--- src/rtl/rom_read_arbiter.sv ---
// Round-robin read arbiter/sequencer in front of a shared synchronous ROM.
// Latency: request sampled to rsp_valid in 3 cycles; a single read turns around in 3 cycles.
// Backpressure: none on responses; a requester holds req until it sees its gnt bit.
//
// Ports:
//   clk, reset            - clock, async active-high reset
//   req / req_addr        - per-requester read request and packed address
//   req_burst             - burst qualifier (only when ROM_ARB_BURST_EN is defined)
//   gnt                   - one-hot, one-cycle grant pulse
//   rsp_valid / rsp_data / rsp_last - returned word, owner one-hot, final-beat flag
//   rom_en / rom_addr / rom_data    - ROM macro interface (data one cycle after address)
//   busy                  - transaction in flight, grant through final response
//
// Optional feature: define ROM_ARB_BURST_EN for BURST_LEN-beat wrapping bursts.
module rom_read_arbiter #(
  parameter int NUM_REQ   = 4,
  parameter int ADDR_W    = 6,
  parameter int DATA_W    = 8,
  parameter int BURST_LEN = 4
) (
  input  logic                      clk,
  input  logic                      reset,
  input  logic [NUM_REQ-1:0]        req,
  input  logic [NUM_REQ*ADDR_W-1:0] req_addr,
`ifdef ROM_ARB_BURST_EN
  input  logic [NUM_REQ-1:0]        req_burst,
`endif
  output logic [NUM_REQ-1:0]        gnt,
  output logic [NUM_REQ-1:0]        rsp_valid,
  output logic [DATA_W-1:0]         rsp_data,
  output logic                      rsp_last,
  output logic                      rom_en,
  output logic [ADDR_W-1:0]         rom_addr,
  input  logic [DATA_W-1:0]         rom_data,
  output logic                      busy
);

  localparam int OWN_W = (NUM_REQ > 1) ? $clog2(NUM_REQ) : 1;

  typedef enum logic [1:0] {IDLE, ISSUE, DRAIN} state_t;

  state_t             state, state_d;
  logic [OWN_W-1:0]   last_winner, last_winner_d;
  logic [OWN_W-1:0]   owner, owner_d;
  logic [OWN_W-1:0]   win;
  logic               found;
  logic [ADDR_W-1:0]  win_addr;
  logic [NUM_REQ-1:0] gnt_d;
  logic               rom_en_d;
  logic [ADDR_W-1:0]  rom_addr_d;
  logic               busy_d;
  logic               beat_last;

  // Return pipe: stage 0 lines up with ROM output, stage 1 with rsp_data.
  logic               p0_vld, p0_last, p1_vld, p1_last;
  logic [OWN_W-1:0]   p0_owner, p1_owner;

`ifdef ROM_ARB_BURST_EN
  localparam int CNT_W = (BURST_LEN > 1) ? $clog2(BURST_LEN) : 1;
  logic             burst, burst_d;
  logic [CNT_W-1:0] beat, beat_d;
  assign beat_last = !burst || (beat == CNT_W'(BURST_LEN - 1));
`else
  assign beat_last = 1'b1;
`endif

  // Round-robin search starting just above the previous winner.
  always_comb begin : arb
    int idx;
    idx   = 0;
    found = 1'b0;
    win   = '0;
    for (int k = 1; k <= NUM_REQ; k++) begin
      idx = (int'(last_winner) + k) % NUM_REQ;
      if (!found && req[OWN_W'(idx)]) begin
        found = 1'b1;
        win   = OWN_W'(idx);
      end
    end
    win_addr = '0;
    for (int i = 0; i < NUM_REQ; i++) begin
      if (OWN_W'(i) == win) win_addr = req_addr[i*ADDR_W +: ADDR_W];
    end
  end

  always_comb begin
    state_d       = state;
    gnt_d         = '0;
    rom_en_d      = rom_en;
    rom_addr_d    = rom_addr;
    owner_d       = owner;
    last_winner_d = last_winner;
    busy_d        = busy;
`ifdef ROM_ARB_BURST_EN
    burst_d       = burst;
    beat_d        = beat;
`endif
    // Final beat at the tail this cycle: busy drops next cycle unless a
    // new grant is made on the same edge.
    if (p1_vld && p1_last) busy_d = 1'b0;
    case (state)
      IDLE: begin
        if (found) begin
          gnt_d[win]    = 1'b1;
          rom_en_d      = 1'b1;
          rom_addr_d    = win_addr;
          owner_d       = win;
          last_winner_d = win;
          busy_d        = 1'b1;
          state_d       = ISSUE;
`ifdef ROM_ARB_BURST_EN
          burst_d       = req_burst[win];
          beat_d        = '0;
`endif
        end
      end
      ISSUE: begin
        if (beat_last) begin
          rom_en_d = 1'b0;
          state_d  = DRAIN;
        end else begin
          rom_addr_d = rom_addr + 1'b1;  // wraps naturally at 2^ADDR_W
`ifdef ROM_ARB_BURST_EN
          beat_d     = beat + 1'b1;
`endif
        end
      end
      DRAIN: begin
        // Leave as the final beat moves to the tail so that the rsp_last
        // cycle is already an arbitration cycle.
        if (p0_vld && p0_last) state_d = IDLE;
      end
      default: state_d = IDLE;
    endcase
  end

  always_ff @(posedge clk or posedge reset) begin
    if (reset) state <= IDLE;
    else       state <= state_d;
  end

  always_ff @(posedge clk or posedge reset) begin
    if (reset) begin
      gnt         <= '0;
      rom_en      <= 1'b0;
      rom_addr    <= '0;
      busy        <= 1'b0;
      owner       <= '0;
      last_winner <= OWN_W'(NUM_REQ - 1);
      p0_vld      <= 1'b0;
      p0_last     <= 1'b0;
      p0_owner    <= '0;
      p1_vld      <= 1'b0;
      p1_last     <= 1'b0;
      p1_owner    <= '0;
      rsp_data    <= '0;
    end else begin
      gnt         <= gnt_d;
      rom_en      <= rom_en_d;
      rom_addr    <= rom_addr_d;
      busy        <= busy_d;
      owner       <= owner_d;
      last_winner <= last_winner_d;
      p0_vld      <= rom_en;
      p0_last     <= beat_last;
      p0_owner    <= owner;
      p1_vld      <= p0_vld;
      p1_last     <= p0_last;
      p1_owner    <= p0_owner;
      if (p0_vld) rsp_data <= rom_data;
    end
  end

`ifdef ROM_ARB_BURST_EN
  always_ff @(posedge clk or posedge reset) begin
    if (reset) begin
      burst <= 1'b0;
      beat  <= '0;
    end else begin
      burst <= burst_d;
      beat  <= beat_d;
    end
  end
`endif

  assign rsp_valid = p1_vld ? (NUM_REQ'(1) << p1_owner) : '0;
  assign rsp_last  = p1_vld & p1_last;

endmodule

--- config.mk ---
export PLATFORM = sky130hd
export DESIGN_NAME = rom_read_arbiter
export DESIGN_NICKNAME = d
export VERILOG_FILES = /design/src/rtl/rom_read_arbiter.sv
export SDC_FILE = /design/constraint.sdc
export NUM_CORES = 1
export LEC_CHECK = 0
export ABC_CLOCK_PERIOD_IN_PS = 1880
export CAP_MARGIN = 40
export CELL_PAD_IN_SITES_DETAIL_PLACEMENT = 1
export CELL_PAD_IN_SITES_GLOBAL_PLACEMENT = 2
export CORE_MARGIN = 4
export CORE_UTILIZATION = 23
export DETAILED_ROUTE_END_ITERATION = 12
export PLACE_DENSITY = 0.78
export SYNTH_ARGS = -nofsm -noshare
export SYNTH_HDL_FRONTEND = slang
export SYNTH_SLANG_ARGS = --single-unit
--- constraint.sdc ---
create_clock -name clk -period 1.88 [get_ports clk]
set_input_delay 0.376 -clock clk [delete_from_list [all_inputs] [get_ports clk]]
set_output_delay 0.376 -clock clk [all_outputs]
set_load 0.05 [all_outputs]
; ---- Word-level counts from Yosys, hierarchy flattened
; Cells that the tools add are included.
; W data, S select, Z words.
[word_totals]
reg_bits = 34
latchBits = 0
mem_bits_rw = 0
mem_bits_ro = 0
output_inout_bits = 25
wordCells = 85
memories = 0
[op_classes]
n_addsub = 4
n_mul = 0
div = 0
n_lt_le_gt_ge = 6
n_eq_ne = 7
n_shift = 1
n_mux = 37
bitwise = 1
reduce_logical = 15
[op_table]
columns = operator, count
row1 = $mux W6, 4
row2 = $mux W1, 17
row3 = $lt A2 B4 Y1 const B, 4
row4 = $mux W2, 6
row5 = $mux W4, 3
row6 = $bmux W1 S2, 4
row7 = $logic_and A1 B1 Y1, 6
row8 = $pmux W2 S3, 1
row9 = $reduce_and A2 Y1, 3
row10 = $add A2 B1 Y2 const B, 2
row11 = $add A2 B2 Y2 const B, 2
row12 = $eq A2 B2 Y1 const A, 2
row13 = $logic_not A2 Y1, 2
row14 = $ne A2 B2 Y1 const B, 2
row15 = $shl A1 B2 Y4 const A, 1
row16 = $logic_not A1 Y1, 3
row17 = $lt A2 B3 Y1 const B, 1
row18 = $demux W1 S2, 1
row19 = $eq A1 B2 Y1 const A, 1
row20 = $eq A2 B1 Y1 const B, 1
row21 = $eq A2 B2 Y1 const B, 1
row22 = $ge A2 B1 Y1 const B, 1
row23 = $pmux W1 S2, 1
row24 = $reduce_bool A2 Y1, 1
row25 = $and A1 B1 Y1, 1

; ---- Longest topological paths before layout
[depth]
depth_word = 20
ltp_mapped = 8
depth_no_buf = 6

; ---- Worst setup path after synthesis
; Ideal clock, no wire load.
[synth_timing]
kind = register to output
start = reg p1_owner[1]
end = out rsp_valid[0]
arrival_time_ns = 1.548
required_time_ns = 1.504
slack_ns = -0.044
stages_incl_launch_ff = 2
path_cell_list = dfrtp_1 -> nor3b_1
[synth_via]
elab_chain_len = 2
[synth_rtl]
columns = element, line
row1 = "start, declared", 56  ; logic [OWN_W-1:0] p0_owner, p1_owner;
row2 = "start signal, assigned", 169  ; p1_owner <= p0_owner;
row3 = $shl A1 B2 Y4, 186  ; assign rsp_valid = p1_vld ? (NUM_REQ'(1) << p1_owner) : '0;
row4 = $mux W4, 186
row5 = "end, declared", 29  ; output logic [NUM_REQ-1:0] rsp_valid,
; Every way passes these cells.

; ---- Final worst setup path
[layout_timing]
start = reg last_winner[1]
end = reg rom_addr[1]
[layout_via]
elab_chain_len = 19
[layout_rtl]
columns = element, line
row1 = "start, declared", 43  ; logic [OWN_W-1:0] last_winner, last_winner_d;
row2 = "start signal, assigned", 149  ; last_winner <= OWN_W'(NUM_REQ - 1);
row3 = "start signal, assigned", 163  ; last_winner <= last_winner_d;
row4 = $add A2 B1 Y2, 74  ; idx = (int'(last_winner) + k) % NUM_REQ;
row5 = $bmux W1 S2, 75  ; if (!found && req[OWN_W'(idx)]) begin
row6 = $mux W1 (implied by the code) (2 in series), 75
row7 = $mux W1, 75
row8 = $logic_not A1 Y1, 75
row9 = $logic_and A1 B1 Y1, 75
row10 = $mux W1, 75
row11 = $logic_not A1 Y1, 75
row12 = $logic_and A1 B1 Y1, 75
row13 = $mux W1, 75
row14 = $logic_not A1 Y1, 75
row15 = $logic_and A1 B1 Y1, 75
row16 = $mux W2, 75
row17 = $logic_not A2 Y1, 82  ; if (OWN_W'(i) == win) win_addr = req_addr[i*ADDR_W +: ADDR_W];
row18 = $mux W6 (4 in series), 82
row19 = "end signal, assigned", 160  ; rom_addr <= rom_addr_d;
row20 = "end, declared", 33  ; output logic [ADDR_W-1:0] rom_addr,
; Parallel ways exist; a longest one is shown, timed or not. The select of a mux whose other input is x is not followed.
; A chain may end at the register's enable or synchronous reset.

==> metrics.yaml <==
dp_hpwl_um: 3243
placed_area_mm2: 0.002342
crit_path_max_fanout: 6
power_w: 0.004825
async_flop_share_pct: 100.0
cap_violations: 0
clkTransAtPathRegs_ns: 0.08
h-tree-depth: 2
cp_data_required_time_ns: 2.06
start_util_pct: 23.96
vdd_drop_max_mv: 0.6657
clkLatencyLatePin_ns: 0.28
endpoint: "rom_addr[1]"
yosysSeqAreaShare_pct: 55.45
reg2reg_slack_ns: 0.04
start_kind: "flop"
dieHeight_um: 89.80
r2r_end: "rom_addr[1]"
fin_skew_ns: 0.01108
final_util_pct: 41.63
setup_viol: 0
clock-root-buffer: "clkbuf_8"
track_usage_pct: 11.05
cts_buffers: 5
fp.coreArea_mm2: 0.006422
cts_tree: "built"
crit_start: "last_winner[1]"
postRouteAntennaNets: 0
fillers: 693
grt_max_degree: 35
synth_cell_types: 32
synth_edf_count: 0
portBuffers: 62
power.leakage_nw: 1.127
clockBufferDepth: 2
drive_gt1_share_pct: 33.80
ys_ff_latch: 34
dr_total_vias: 1334
min_path_type: "reg2reg"
fin_crit_sh_pct: 97.97
vias_per_cell: 4.553
area_growth_pct: 73.74
seqCellArea_um2: 853.3
row_count: 29
dieArea_mm2: 0.008064
yosysTopAreaCell: "dfrtp_1"
gp_congestion: 0.7594
drt_iter0_markers: 32
worstSetupPathType: "reg2reg"
syn-num-nets: 171
grt_pass1_wl_um: 7286
netlist_area_mm2: 0.001539
num_io_pins: 63
fin_nets: 253
first_pass_iters: 4
drcViolationCount: 0
fmax_ghz: 0.5429
grt_pass1_vias: 1480
slew_viol_final: 0
reg2reg_depth: 6
syn_area_per_cell_um2: 11.57
antenna_found_initial: 0
endpoint_kind: "flop"
n_antenna_cell: 0
synthCells: 133
dp_cells: 282
multi_input_area_um2: 778.2
fin_crit_ns: 1.842
synth.area.top_cells: "dfrtp_1 (52%), mux2_2 (5.9%), mux2i_1 (4.6%)"
slew_headroom_pct: 66.38
grt.overflow.total: 0
arrival_ns: 2.02
wire_per_inst_um: 15.34
die_w_um: 89.80
yosysMostFrequentCell: "dfrtp_1"
hold_violations: 0
wl_um: 4494
yosysTopAreaCellShare_pct: 52.03
instances_no_fill: 293
clock_sinks: 34
worst_pin_slew_ns: 0.5028
r2r-start: "last_winner[1]"
outcome: "complete, no violations"
synth_top_flop_cell: "dfrtp_1"
ys_warn_count: 0
powerDensity_mw_per_mm2: 1805
finish.instance_area_mm2: 0.002674
synthTopCellsByCount: "dfrtp_1 (32), nor2_1 (13), mux2_2 (8), nand2_1 (8)"
-- flip-flops by register name, summed over array words and instances (netlist names), 2 cells and up --
register     cells
last_winner      2
p0_owner         2
gnt              4
rom_addr         6
rsp_data         8
state            2
owner            2
p1_owner         2
-- critical path, cell delays in order (launching register included) --
cell and delay (ns):
dfstp_2 0.62, and3b_2 0.25, a31oi_4 0.05, buf_4 0.16, a21boi_0 0.34, a2111oi_4 0.08
a211oi_1 0.24
-- final cells by class --
| class | count | area share [%] |
|---|---|---|
| clock buffers | 6 | 3.088 |
| clock inverters | 2 | 2.246 |
| inverters | 7 | 0.9827 |
| multi-input cells | 86 | 29.11 |
| flip-flops and latches | 34 | 31.91 |
| well taps | 77 | 3.603 |
| repair buffers | 81 | 29.06 |
-- power by group --
part | internal, W | switching (W)
sequential | 0.00106 | 0.000254
clock | 0.000566 | 0.000266
combinational | 0.00111 | 0.00157
total | 0.00274 | 0.00209
-- metal layers --
layer | up-vias | share of wire [%] | wire, um | global-route usage (%)
met5 | - | 0 | 0 | 0
met2 | 38 | 53 | 2362 | 19.92
li1 | 640 | - | - | -
met4 | 0 | 0.49 | 22 | 2.682
met1 | 654 | 41 | 1832 | 12.59
met3 | 2 | 6.1 | 276 | 3.673
-- metrics by stage --
| step | hold WS, ns | worst slack [ns] | TNS [ns] |
|---|---|---|---|
| after global placement | 0.3358 | -0.5410 | -4.385 |
| after detailed placement | 0.3491 | -0.5508 | -4.877 |
| after CTS | 0.3608 | 0.0005411 | 0 |
| final | 0.3560 | 0.03811 | 0 |
| after global routing | 0.3771 | -0.04719 | -0.1083 |
| after floorplan | 0.3312 | 0.04844 | 0 |
-- kinds of logic after synthesis --
group,count (synthesis),share of synthesized area [%]
flip-flops,34,55.45
other,1,0.2437
AO/OA/AOI/OAI,34,17.40
buffers and inverters,14,5.040
AND/OR/NAND/NOR,35,11.46
multiplexers,15,10.41
-- timing repair --
item	CTS	global route
gates resized for setup	20	16
endpoints found under the setup margin	8	7
gates cloned	1	0
hold buffers	0	0
setup buffers	0	2
pin swaps	3	3
-- cell usage in the layout, fill, tap and decap left out, types with 3 or more instances in the layout --
| cell | count |
|---|---|
| a2111oi_4 | 4 |
| a211oi_1 | 7 |
| a21boi_0 | 5 |
| a21oi_1 | 4 |
| buf_12 | 4 |
| buf_4 | 28 |
| clkbuf_8 | 6 |
| clkdlybuf4s50_1 | 46 |
| dfrtp_1 | 32 |
| dlygate4sd2_1 | 3 |
| inv_1 | 7 |
| mux2_2 | 8 |
| mux2i_1 | 5 |
| nand2_1 | 8 |
| nor2_1 | 13 |
-- worst min-delay path by stage --
stage,startpoint,to,slack [ns],cells past startpoint
2_1_floorplan,p0_owner[0],p1_owner[0],0.33,0
3_3_place_gp,p0_owner[1],p1_owner[1],0.34,0
3_5_place_dp,p0_owner[0],p1_owner[0],0.35,0
4_1_cts,p0_owner[0],p1_owner[0],0.36,0
5_1_grt,p0_owner[1],p1_owner[1],0.38,0
6_report,p0_owner[0],p1_owner[0],0.36,0
No activity file was read; power rests on OpenSTA's default activity.
